### src/rtl/and_gate_stim_checker_sat_counter.sv
// Saturating up-counter with synchronous clear.
//   clk, rst : clock, asynchronous active-high reset
//   clr      : synchronous clear (wins over inc)
//   inc      : count up by one, holding at all-ones
//   q        : registered count
module sat_counter #(
    parameter int unsigned W = 8
) (
    input  logic         clk,
    input  logic         rst,
    input  logic         clr,
    input  logic         inc,
    output logic [W-1:0] q
);

    logic [W-1:0] q_q;
    logic [W-1:0] q_d;

    // Next count: clear first, then increment unless already saturated.
    always_comb begin
        q_d = q_q;
        if (clr) begin
            q_d = '0;
        end else if (inc && (q_q != {W{1'b1}})) begin
            q_d = q_q + W'(1);
        end
    end

    always_ff @(posedge clk or posedge rst) begin
        if (rst) begin
            q_q <= '0;
        end else begin
            q_q <= q_d;
        end
    end

    assign q = q_q;

endmodule : sat_counter

### config.mk
export PLATFORM = sky130hd
export DESIGN_NAME = sat_counter
export DESIGN_NICKNAME = d
export VERILOG_FILES = /design/src/rtl/and_gate_stim_checker_sat_counter.sv
export SDC_FILE = /design/constraint.sdc
export NUM_CORES = 1
export LEC_CHECK = 0
export ABC_CLOCK_PERIOD_IN_PS = 1900
export BUFFER_PORTS_ARGS = -buffer_cell sky130_fd_sc_hd__buf_2
export CAP_MARGIN = 20
export CORE_AREA = 3 3 40 42
export CTS_BUF_LIST = sky130_fd_sc_hd__clkbuf_8 sky130_fd_sc_hd__clkbuf_16
export CTS_CLUSTER_DIAMETER = 50
export DETAILED_ROUTE_END_ITERATION = 8
export DIE_AREA = 0 0 43 45
export PLACE_DENSITY_LB_ADDON = 0.25
export SETUP_SLACK_MARGIN = 0.02
export SYNTH_ARGS = -nofsm -noshare
export SYNTH_HDL_FRONTEND = slang
export SYNTH_SLANG_ARGS = --single-unit
### constraint.sdc
create_clock -name clk -period 1.9 [get_ports clk]
set_input_delay 0.19 -clock clk [delete_from_list [all_inputs] [get_ports clk]]
set_output_delay 0.19 -clock clk [all_outputs]
set_load 0.05 [all_outputs]
; Word-level counts from Yosys, hierarchy flattened
; Index checks and enable logic that the tools add are counted.
[op_classes]
add_sub_neg = 1
n_eq_ne = 1
muxes = 2
n_reduce_logical = 2
[ops]
columns = operator, n
row1 = two-way mux 8 bit, 2
row2 = "adder 8 x 1 -> 8 bit, second input constant", 1
row3 = "!= test 8 bit, second input constant", 1
row4 = nonzero test 2 bit, 1
row5 = logical AND 1 bit, 1
[totals]
ff_bits = 8
input_bits = 4
out_inout_bits = 8
word_cells = 7

; Logic depth before layout (Yosys ltp)
[depth]
ltp_word = 4
mapped_depth = 4
mapped_depth_nobuf = 4

; Worst setup path before layout
; Ideal clock, no wire load.
[synth_path]
path_type = register to register
startpoint = register q_q[0], in the netlist q[0]
endpoint = register q_q[5], in the netlist q[5]
setup_time_ps = 125
t_arrival_ps = 1689
t_required_ps = 1775
path_slack_ps = 86
stages_incl_launch_ff = 5
n_path_buf = 0
synth_period_minus_slack_ps = 1814
cell_sequence = dfrtp_1 > ha_1 > and3_1 > a211oi_2 > mux2_4
[synth_between]
elab_chain_len = 3
word_cells_on_any_way = 6
cone_classes = add/sub (1) / eq/ne (1) / mux (2) / reduce/logical (2)
[synth_lines]
columns = item, line
row1 = "start, declared", 16  ; logic [W-1:0] q_q;
row2 = "start signal, assigned", 33  ; q_q <= q_d;
row3 = adder 8 x 1 -> 8 bit / != test 8 bit (equally long branches), "25, 24"
row4 = two-way mux 8 bit / logical AND 1 bit (equally long branches), 24  ; end else if (inc && (q_q != {W{1'b1}})) begin
row5 = two-way mux 8 bit / nonzero test 2 bit (equally long branches), n/a
; Several ways; a longest one is shown, not always the timed one. The select of a mux whose other input is x is not followed.
; A chain may end at the register's enable or synchronous reset.

; Final worst setup path
; Same ends and word-level chain as after synthesis.

==> results.md <==
Yosys:
- Of the synthesized area, sequential elements account for 39.7%.
- The portion of synthesized cell area occupied by the leading cell type is 39.7%.
- The count of synthesis-stage warnings from yosys is 0.
- The main flop type after synthesis is dfrtp_1.
- Counting flops and latches in the post-synthesis netlist gives 8.
- The number of enable-type register cells in the synthesized netlist is 0.
- In the synthesized netlist, the number of instances is 49.
- The number of nets in the synthesized netlist is 54.
- In this run the cell area of the synthesized design comes to 504 µm².
- The synthesized netlist contains 25 unique library cells.
- The most frequent cell after synthesis is dfrtp_1.
- By area the synthesized netlist is led by dfrtp_1 40%, mux2_4 12%, nor2b_1 5.0%.
- The async set-reset flop share out of synthesis is 100%.
- The dominant cell type by area after synthesis is dfrtp_1.
- By count the netlist is led by 8 x dfrtp_1, 4 x mux2_4, 4 x nand2_1, 4 x nor2_1, 4 x nor2b_1.
- A synthesized cell averages 10.3 µm².

Global routing:
- The largest net degree at the start of global routing is 11.
- Global routing finished with a remaining overflow of 0.
- The total routing usage reported by global routing is 12.2%.
- The number of global-route vias before repair is 379.
- The global-route wire length before repair is 1.68 mm.
- The initial antenna violation count came to 0.

Worst setup path:
- The register-to-register setup slack is 280 ps.
- The length in cells of the worst reg-to-reg path is 4.
- The type of origin of the critical path is a register.
- The startpoint identified for the worst register-to-register timing path is q[0].
- The capturing element type of the critical path is a register.
- The top fanout value on the critical path is 5.
- The capture instance of the worst register-to-register path is q[5].
- For the worst setup path, the data required time is 2010 ps.
- STA puts the critical path data arrival time at 1730 ps.
- The critical path is of the register to register type.

Floorplanning:
- The die is 45 µm tall.
- The area of the die is 1940 µm².
- For this configuration, the core starts out at a cell density of 39.2%.
- In this run the horizontal extent of the chip is 43 µm.
- The placeable core region is 1280 µm².
- The top-level port count is 12.
- The number of placement rows is 13.

STA:
- Once routing completed, OpenROAD measured the worst setup slack at 280 ps.
- Setup repair after global routing left no endpoint under its margin.
- The number of hold violations in the final report is 0.
- For the pin with the worst max-slew slack, the measured transition is 317 ps.
- The number of max-slew violations in the final report is 0.
- The final setup TNS is 0 ps.
- Counting I/O delays and the setup requirement, the final critical path takes 1620 ps.
- The number of setup violations in the final report is 0.
- Across the routed clock network, the largest skew measured is 5.31 ps.
- Across all hold checks on the routed design, the worst slack comes to 276 ps.
- The worst path uses 85.3% of the clock period.
- The maximum achievable frequency is 0.617 GHz.
- The worst slew margin relative to its limit is 78.9%.

Finish:
- In the final layout, the share of cells above drive strength 1 is 35.5%.
- Cells fill 47.8% of the core in the end.
- The number of antenna diodes in the final layout is 0.
- The area growth from synthesis to layout is 21.8%.
- The number of flip-flops in the largest register is 8.
- The number of nets in the final layout is 69.
- The number of fill cells in the layout is 126.

CTS:
- TritonCTS built the clock tree.
- The latest clock arrival within the worst-skew pair is 230 ps.
- The number of H-tree branching levels is 1.
- The clock tree root driver cell is clkbuf_8.
- The total clock buffers created by CTS is 3.
- The buffer levels on the longest clock path is 2.
- After clock tree synthesis, the clock-pin slew on the worst setup and hold paths is 40 ps.
- The number of sinks on the clock net is 8.

Hold path:
- The instance count along the most critical hold path is 2.
- The class of the tightest hold or removal check is input port to register.
- The hold path startpoint is clr.
- The endpoint of the worst hold-timing path is q[2].

Pwr:
- The analysis attributes to cell leakage a power of 0.314 nW.
- The worst IR drop on VDD is 0.451 mV.
- Dividing total power by cell area gives a power density of 704 nW/µm².

Job:
- Across the run, the number of max-cap violations was 0.

Place:
- OpenSTA, run right after detailed placement, puts the worst setup slack at 290 ps.
- Input and output buffers added on the ports amount to 11.
- The final HPWL from detailed placement is 731 µm.
- The congestion estimate from routability-driven global placement came to 0.800.

Detailed routing:
- In the routed layout, each cell is associated on average with a via count of 5.39.
- The count of nets left with antenna violations once routing finished came out at 0.
- The final route contains 415 vias.
- After detailed routing, the number of remaining DRC violations is 0.
- Dividing the detail-routed wire length by the instance count gives 13.2 µm.
- The total detailed-routing wirelength is 1.02 mm.
- The first-pass detailed-route iteration total is 4.
- After the first detailed-routing iteration, the DRC count stood at 13.

Status:
- The run finished with clean final reports.
-- layout by cell type, fill, tap and decap left out, types with 2 or more instances in the layout --
master    instances
a21oi_1           2
inv_1             2
dfrtp_1           8
nand3_1           2
clkbuf_8          3
buf_2            11
a21oi_2           2
nor2b_1           4
nand4_1           2
nand2_1           4
mux2_4            4
nor2_1            4
-- kinds of logic after synthesis --
| kind of cell | synth area share, % |
|---|---|
| compound gates | 15.6 |
| simple gates | 23.8 |
| mux | 13.9 |
| flops | 39.7 |
| fa+ha+maj | 2.48 |
| buf+inv | 4.47 |
-- worst max-delay path: stages, from the launching register on --
cell      delay, ps
dfrtp_1         400
ha_1            270
and3_1          260
a211oi_2        260
mux2_4          320
-- per-layer routing --
metal | GRT usage, % | up-vias | routed length, µm
li1 | - | 205 | -
met1 | 14.5 | 196 | 454
met2 | 18.6 | 12 | 476
met3 | 7.57 | 2 | 75
met4 | 3.61 | 0 | 8
met5 | 0 | - | 0
-- timing repair --
action | 4_1_cts | 5_1_grt
endpoints found under the setup margin | 0 | 0
buffers inserted | 0 | 0
resized for setup | 0 | 0
hold buffers | 1 | 0
hold endpoints to repair | 8 | 0
-- how the worst max path moves through the flow --
stage	start	end	slack, ps	cells after the start
after floorplan	q[0]	q[5]	90	4
after global placement	q[0]	q[5]	330	4
after detailed placement	q[0]	q[5]	290	4
after CTS	q[0]	q[5]	290	4
after global routing	q[0]	q[5]	200	4
final	q[0]	q[5]	280	4
-- metrics by stage --
step           area (µm²)  cells  power (W)
3_3_place_gp          563     73   0.000229
5_1_grt               614     77   0.000458
6_report              614     77   0.000432
3_5_place_dp          563     73   0.000229
4_1_cts               614     77   0.000439
2_1_floorplan         504     49   0.000216
-- area by class of cell --
type                            count  area, µm²  area share (%)
Clock buffer                        3       41.3            6.72
Timing Repair Buffer               12       65.1            10.6
Multi-Input combinational cell     37        282            45.8
Sequential cell                     8        200            32.6
Tap cell                           15       18.8            3.05
Inverter                            2       7.51            1.22
-- where the power goes --
group / switching (W) / internal, W / total, W / leakage, nW
Sequential: 0.00000442 / 0.000175 / 0.000180 / 0.110
Combinational: 0.0000321 / 0.0000160 / 0.0000481 / 0.183
Clock: 0.0000672 / 0.000137 / 0.000205 / 0.0216
Total: 0.000104 / 0.000329 / 0.000432 / 0.314
(Power assumes the default switching activity.)
